File: config.mk
export PLATFORM = sky130hd
export DESIGN_NAME = dblbuf_swap_ctrl
export DESIGN_NICKNAME = d
export VERILOG_FILES = /design/src/rtl/dblbuf_swap_ctrl.sv
export SDC_FILE = /design/constraint.sdc
export NUM_CORES = 1
export LEC_CHECK = 0
export ABC_AREA = 1
export CAP_MARGIN = 15
export CORE_MARGIN = 2
export CORE_UTILIZATION = 36
export DETAILED_ROUTE_END_ITERATION = 8
export GPL_ROUTABILITY_DRIVEN = 0
export PLACE_DENSITY = 0.88
export SYNTH_ARGS = -nofsm -noshare
export SYNTH_HDL_FRONTEND = slang
export SYNTH_SLANG_ARGS = --single-unit
File: constraint.sdc
create_clock -name clk -period 1.56 [get_ports clk]
set_input_delay 0.156 -clock clk [delete_from_list [all_inputs] [get_ports clk]]
set_output_delay 0.156 -clock clk [all_outputs]
set_load 0.03 [all_outputs]
File: src/rtl/dblbuf_swap_ctrl.sv
// dblbuf_swap_ctrl: double-buffer controller between the graphics core and VGA scanout.
//
// Graphics writes go to the back buffer (index !front_sel) and VGA reads come from the
// front buffer. The buffers swap only once graphics has finished a frame and VGA has hit
// a frame boundary, so scanout never shows a half-drawn frame.
//
// Ports:
//   clk, rst_b                     clock, synchronous active-low reset
//   gfx_addr/color/wen             graphics pixel write
//   gfx_frame_done                 pulse: graphics finished the current back frame
//   gfx_stall                      high while writes are not accepted
//   vga_addr, vga_frame_end        scanout read address, frame boundary pulse
//   vga_color                      front-buffer pixel, one cycle after vga_addr
//   buffer{0,1}_{addr,din,en,we}   BRAM controls
//   buffer{0,1}_dout               BRAM read data (1-cycle latency)
//   front_sel                      0: buffer0 is front, 1: buffer1 is front
//   swap_count, repeat_count       saturating statistics

module dblbuf_swap_ctrl #(
    parameter int unsigned ADDR_W       = 17,
    parameter int unsigned DATA_W       = 15,
    parameter int unsigned FRAME_PIXELS = 38400
) (
    input  logic              clk,
    input  logic              rst_b,
    input  logic [ADDR_W-1:0] gfx_addr,
    input  logic [DATA_W-1:0] gfx_color,
    input  logic              gfx_wen,
    input  logic              gfx_frame_done,
    output logic              gfx_stall,
    input  logic [ADDR_W-1:0] vga_addr,
    input  logic              vga_frame_end,
    output logic [DATA_W-1:0] vga_color,
    output logic [ADDR_W-1:0] buffer0_addr,
    output logic [ADDR_W-1:0] buffer1_addr,
    output logic [DATA_W-1:0] buffer0_din,
    output logic [DATA_W-1:0] buffer1_din,
    input  logic [DATA_W-1:0] buffer0_dout,
    input  logic [DATA_W-1:0] buffer1_dout,
    output logic              buffer0_en,
    output logic              buffer1_en,
    output logic              buffer0_we,
    output logic              buffer1_we,
    output logic              front_sel,
    output logic [15:0]       swap_count,
    output logic [15:0]       repeat_count
);

    typedef enum logic [1:0] {
        StFill  = 2'd0,
        StReady = 2'd1,
        StSwap  = 2'd2
    } state_e;

    state_e      state_q, state_d;
    logic        front_sel_q, front_sel_d;
    logic        rd_sel_q;
    logic [15:0] swap_count_q, swap_count_d;
    logic [15:0] repeat_count_q, repeat_count_d;
    logic        wr_ok;

    always_ff @(posedge clk) begin
        if (!rst_b) begin
            state_q        <= StFill;
            front_sel_q    <= 1'b0;
            rd_sel_q       <= 1'b0;
            swap_count_q   <= 16'h0000;
            repeat_count_q <= 16'h0000;
        end else begin
            state_q        <= state_d;
            front_sel_q    <= front_sel_d;
            // Lags front_sel by one cycle to match the BRAM read latency.
            rd_sel_q       <= front_sel_q;
            swap_count_q   <= swap_count_d;
            repeat_count_q <= repeat_count_d;
        end
    end

    always_comb begin
        state_d        = state_q;
        front_sel_d    = front_sel_q;
        swap_count_d   = swap_count_q;
        repeat_count_d = repeat_count_q;
        unique case (state_q)
            StFill: begin
                if (gfx_frame_done && vga_frame_end) begin
                    state_d = StSwap;
                end else if (gfx_frame_done) begin
                    state_d = StReady;
                end else if (vga_frame_end) begin
                    // VGA starts another frame with nothing new: stale frame shown again.
                    if (repeat_count_q != 16'hFFFF) begin
                        repeat_count_d = repeat_count_q + 16'd1;
                    end
                end
            end
            StReady: begin
                if (vga_frame_end) begin
                    state_d = StSwap;
                end
            end
            StSwap: begin
                state_d     = StFill;
                front_sel_d = ~front_sel_q;
                if (swap_count_q != 16'hFFFF) begin
                    swap_count_d = swap_count_q + 16'd1;
                end
            end
            default: begin
                state_d = StFill;
            end
        endcase
    end

    assign gfx_stall = (state_q != StFill) || !rst_b;
    assign wr_ok     = gfx_wen && !gfx_stall && (gfx_addr < ADDR_W'(FRAME_PIXELS)) && rst_b;

    // Front buffer is read-only; back buffer is write-only, so no BRAM sees both at once.
    always_comb begin
        if (front_sel_q) begin
            buffer1_addr = vga_addr;
            buffer1_din  = '0;
            buffer1_en   = rst_b;
            buffer1_we   = 1'b0;
            buffer0_addr = gfx_addr;
            buffer0_din  = gfx_color;
            buffer0_en   = wr_ok;
            buffer0_we   = wr_ok;
        end else begin
            buffer0_addr = vga_addr;
            buffer0_din  = '0;
            buffer0_en   = rst_b;
            buffer0_we   = 1'b0;
            buffer1_addr = gfx_addr;
            buffer1_din  = gfx_color;
            buffer1_en   = wr_ok;
            buffer1_we   = wr_ok;
        end
    end

    assign vga_color    = rd_sel_q ? buffer1_dout : buffer0_dout;
    assign front_sel    = front_sel_q;
    assign swap_count   = swap_count_q;
    assign repeat_count = repeat_count_q;

endmodule

==> flow_metrics.env, run 1 <==
export IMPL_dieHeight_um=92.6
export IMPL_num_vias=3920
export IMPL_ir_worst_vdd_mv=0.510
export IMPL_leakagePower_nw=2.68
export IMPL_place_ws_ns=-0.0286
export IMPL_multi_input_area_mm2=0.00179
export IMPL_setup_viol=0
export IMPL_hpwl_um=7710
export IMPL_fin_setup_tns_ns=0
export IMPL_avgSynthCellArea_um2=5.58
export IMPL_crit_family="buffers and inverters"
export IMPL_initial_core_util=0.369
export IMPL_design_area_mm2=0.00507
export IMPL_yosys_area_top_type="dfxtp_1"
export IMPL_fin_ws_ns=0.00497
export IMPL_core_mm2=0.00765
export IMPL_stdcell_count=814
export IMPL_min_path_type="in2reg"
export IMPL_worstPathMaxFanout=3
export IMPL_critPathBufInv=1
export IMPL_placed_cell_area_mm2=0.00480
export IMPL_crit_chain="clkdlybuf4s50_1"
export IMPL_cts_root_buf="clkbuf_8"
export IMPL_whs_path_depth=2
export IMPL_cp_end_kind="output pin"
export IMPL_routed_wl_um=10300
export IMPL_final_hold_viol_count=0
export IMPL_path_clk_slew_ns=0.08
export IMPL_slew_viol_final=0
export IMPL_yosys_top_cells_area="dfxtp_1 (26%), nand2_1 (19%), nor2_1 (14%), inv_1 (9.8%), o21ai_0 (6.7%)"
export IMPL_drive_above_1_share=0.216
export IMPL_firstDrtPassIters=5
export IMPL_synth_warnings=0
export IMPL_max_freq_mhz=643
export IMPL_finalClockSkew_ns=0.00904
export IMPL_syn_inst=506
export IMPL_detail_route_antenna_nets=0
export IMPL_finalCritPeriodShare=0.997
export IMPL_cp_start_kind="flop"
export IMPL_cts_tree="done"
export IMPL_cap_violations=0
export IMPL_rows=32
export IMPL_h_tree_depth=2
export IMPL_yosysTopAreaCellShare=0.255
export IMPL_nets=797
export IMPL_grt_pass1_vias=3632
export IMPL_io_buffers=200
export IMPL_synth_nets=592
export IMPL_cts_buffers=5
export IMPL_dieWidth_um=92.6
export IMPL_worst_ep_arrival_time_ns=1.40
export IMPL_antenna_found_initial=0
export IMPL_remaining_drc_errors=0
export IMPL_post_drt_wl_per_cell_um=12.7
export IMPL_met3_usage=0.0529
export IMPL_syn_cell_area_mm2=0.00282
export IMPL_clock_sinks=36
export IMPL_grt_use_total=0.226
export IMPL_max_stage_delay_ns=0.69
export IMPL_grtUsageMet2=0.411
export IMPL_grt_ovfl_total=0
export IMPL_fin_util=0.663
export IMPL_ios=201
export IMPL_n_antenna_cell=0
export IMPL_grt_pass1_wl_um=16100
export IMPL_synthToLayoutAreaGrowth_pct=79.6
export IMPL_holdWs_ns=0.466
export IMPL_cp_num_cells=1
export IMPL_synth_distinct_cells=20
export IMPL_viasPerCell=4.82
export IMPL_clk_latency_ns=0.30
export IMPL_tightest_slew_ns=0.364
export IMPL_fillers=665
export IMPL_slowest_stage="clkdlybuf4s50_1"
export IMPL_clockBufferDepth=2
export IMPL_drt_iter0_drc=148
export IMPL_status="completed"
export IMPL_ys_seq_elements=36
export IMPL_period_minus_slack_ns=1.56
export IMPL_busiest_layer="met2"
export IMPL_rr_worst_depth=8
export IMPL_p_total_mw=3.01
export IMPL_seqCellArea_um2=737
export IMPL_die_area_mm2=0.00857
export IMPL_grt_max_degree=69
export IMPL_critical_path_required_ns=1.40
export IMPL_critical_path_class="reg2out"
export IMPL_rsz0062_at_grt="true"
export IMPL_yosysSeqAreaShare=0.255
export IMPL_dp_cells=802
export IMPL_grtUsageMet1=0.269
export IMPL_powerDensity_mw_per_mm2=594
export IMPL_slew_headroom=0.757
[flip-flops by register name, indices dropped and copies added (netlist names)]
signal        cells
repeat_count     16
front_sel         1
state_q           2
rd_sel_q          1
swap_count       16
[report_power, final]
| group | switching (mW) | internal, mW |
|---|---|---|
| Combinational | 0.638 | 0.514 |
| Clock | 0.351 | 0.564 |
| Sequential | 0.0144 | 0.930 |
| Total | 1.00 | 2.01 |
[Yosys cell counts]
cell / n
nand2_1: 144
nor2_1: 105
inv_1: 74
o21ai_0: 38
dfxtp_1: 36
nand3_1: 33
a21oi_1: 26
mux2_2: 15
clkbuf_1: 12
nor2_2: 5
buf_2: 4
buf_6: 3
clkbuf_8: 2
ha_1: 2
nand4_1: 2
inv_2: 1
nand2_2: 1
nand4_4: 1
nor3_1: 1
o21ai_1: 1
[what timing repair did]
item,4_1_cts,5_1_grt
hold endpoints to repair,0,0
resized for setup,71,38
hold buffers,0,0
endpoints found under the setup margin,43,48
cloned,0,3
setup buffers,1,0
pin swaps,2,7
[placed cells by master (no fill, tap or decap), drive strengths merged]
master / Yosys / layout
mux2: 15 / 15
nor2: 110 / 110
buf: 7 / 101
clkinvlp: 0 / 1
inv: 75 / 74
nand3: 33 / 33
nor3: 1 / 1
nand2: 145 / 145
dlymetal6s2s: 0 / 14
clkdlybuf4s50: 0 / 83
nand4: 3 / 5
ha: 2 / 2
clkbuf: 14 / 8
dfxtp: 36 / 36
a21oi: 26 / 26
o21ai: 39 / 39
bufinv: 0 / 1
dlygate4sd2: 0 / 18
[final timing paths]
check,start,endpoint,slack (ns)
worst max-delay path,repeat_count[4],repeat_count[4],0.005
worst min-delay path,vga_frame_end,state_q[0],0.47
worst max register to register,repeat_count[9],repeat_count[0],0.11
worst min register to register,repeat_count[1],repeat_count[1],0.50
[metal layers]
metal,routed length (um),vias to the layer above
met4,166,0
met1,4090,1723
met5,0,-
li1,-,1981
met3,894,19
met2,5160,197
[final cells by class]
class,count,area share
Clock buffer,7,0.0190
Clock inverter,1,0.00592
Inverter,75,0.0563
Multi-Input combinational cell,376,0.353
Sequential cell,36,0.145
Tap cell,102,0.0252
Timing Repair Buffer,217,0.396
[logic make-up (layout without fill, tap and decap cells)]
kind of cell / after synthesis / after routing / share of synthesized area
AO/OA/AOI/OAI: 65 / 65 / 0.115
flip-flops: 36 / 36 / 0.255
buffers and inverters: 96 / 300 / 0.144
multiplexers: 15 / 15 / 0.0598
adder cells (fa/ha/maj): 2 / 2 / 0.00886
AND/OR/NAND/NOR: 292 / 294 / 0.416
No activity file was read; power rests on OpenSTA's default activity.
==> inputs of run 2 (changes only) <==
--- a/config.mk
+++ b/config.mk
@@ -10,7 +10,6 @@
 export CORE_MARGIN = 2
 export CORE_UTILIZATION = 36
 export DETAILED_ROUTE_END_ITERATION = 8
-export GPL_ROUTABILITY_DRIVEN = 0
 export PLACE_DENSITY = 0.88
 export SYNTH_ARGS = -nofsm -noshare
 export SYNTH_HDL_FRONTEND = slang
==> results of run 2 <==
Final layout, timing and power as in run 1 (identical DEF).
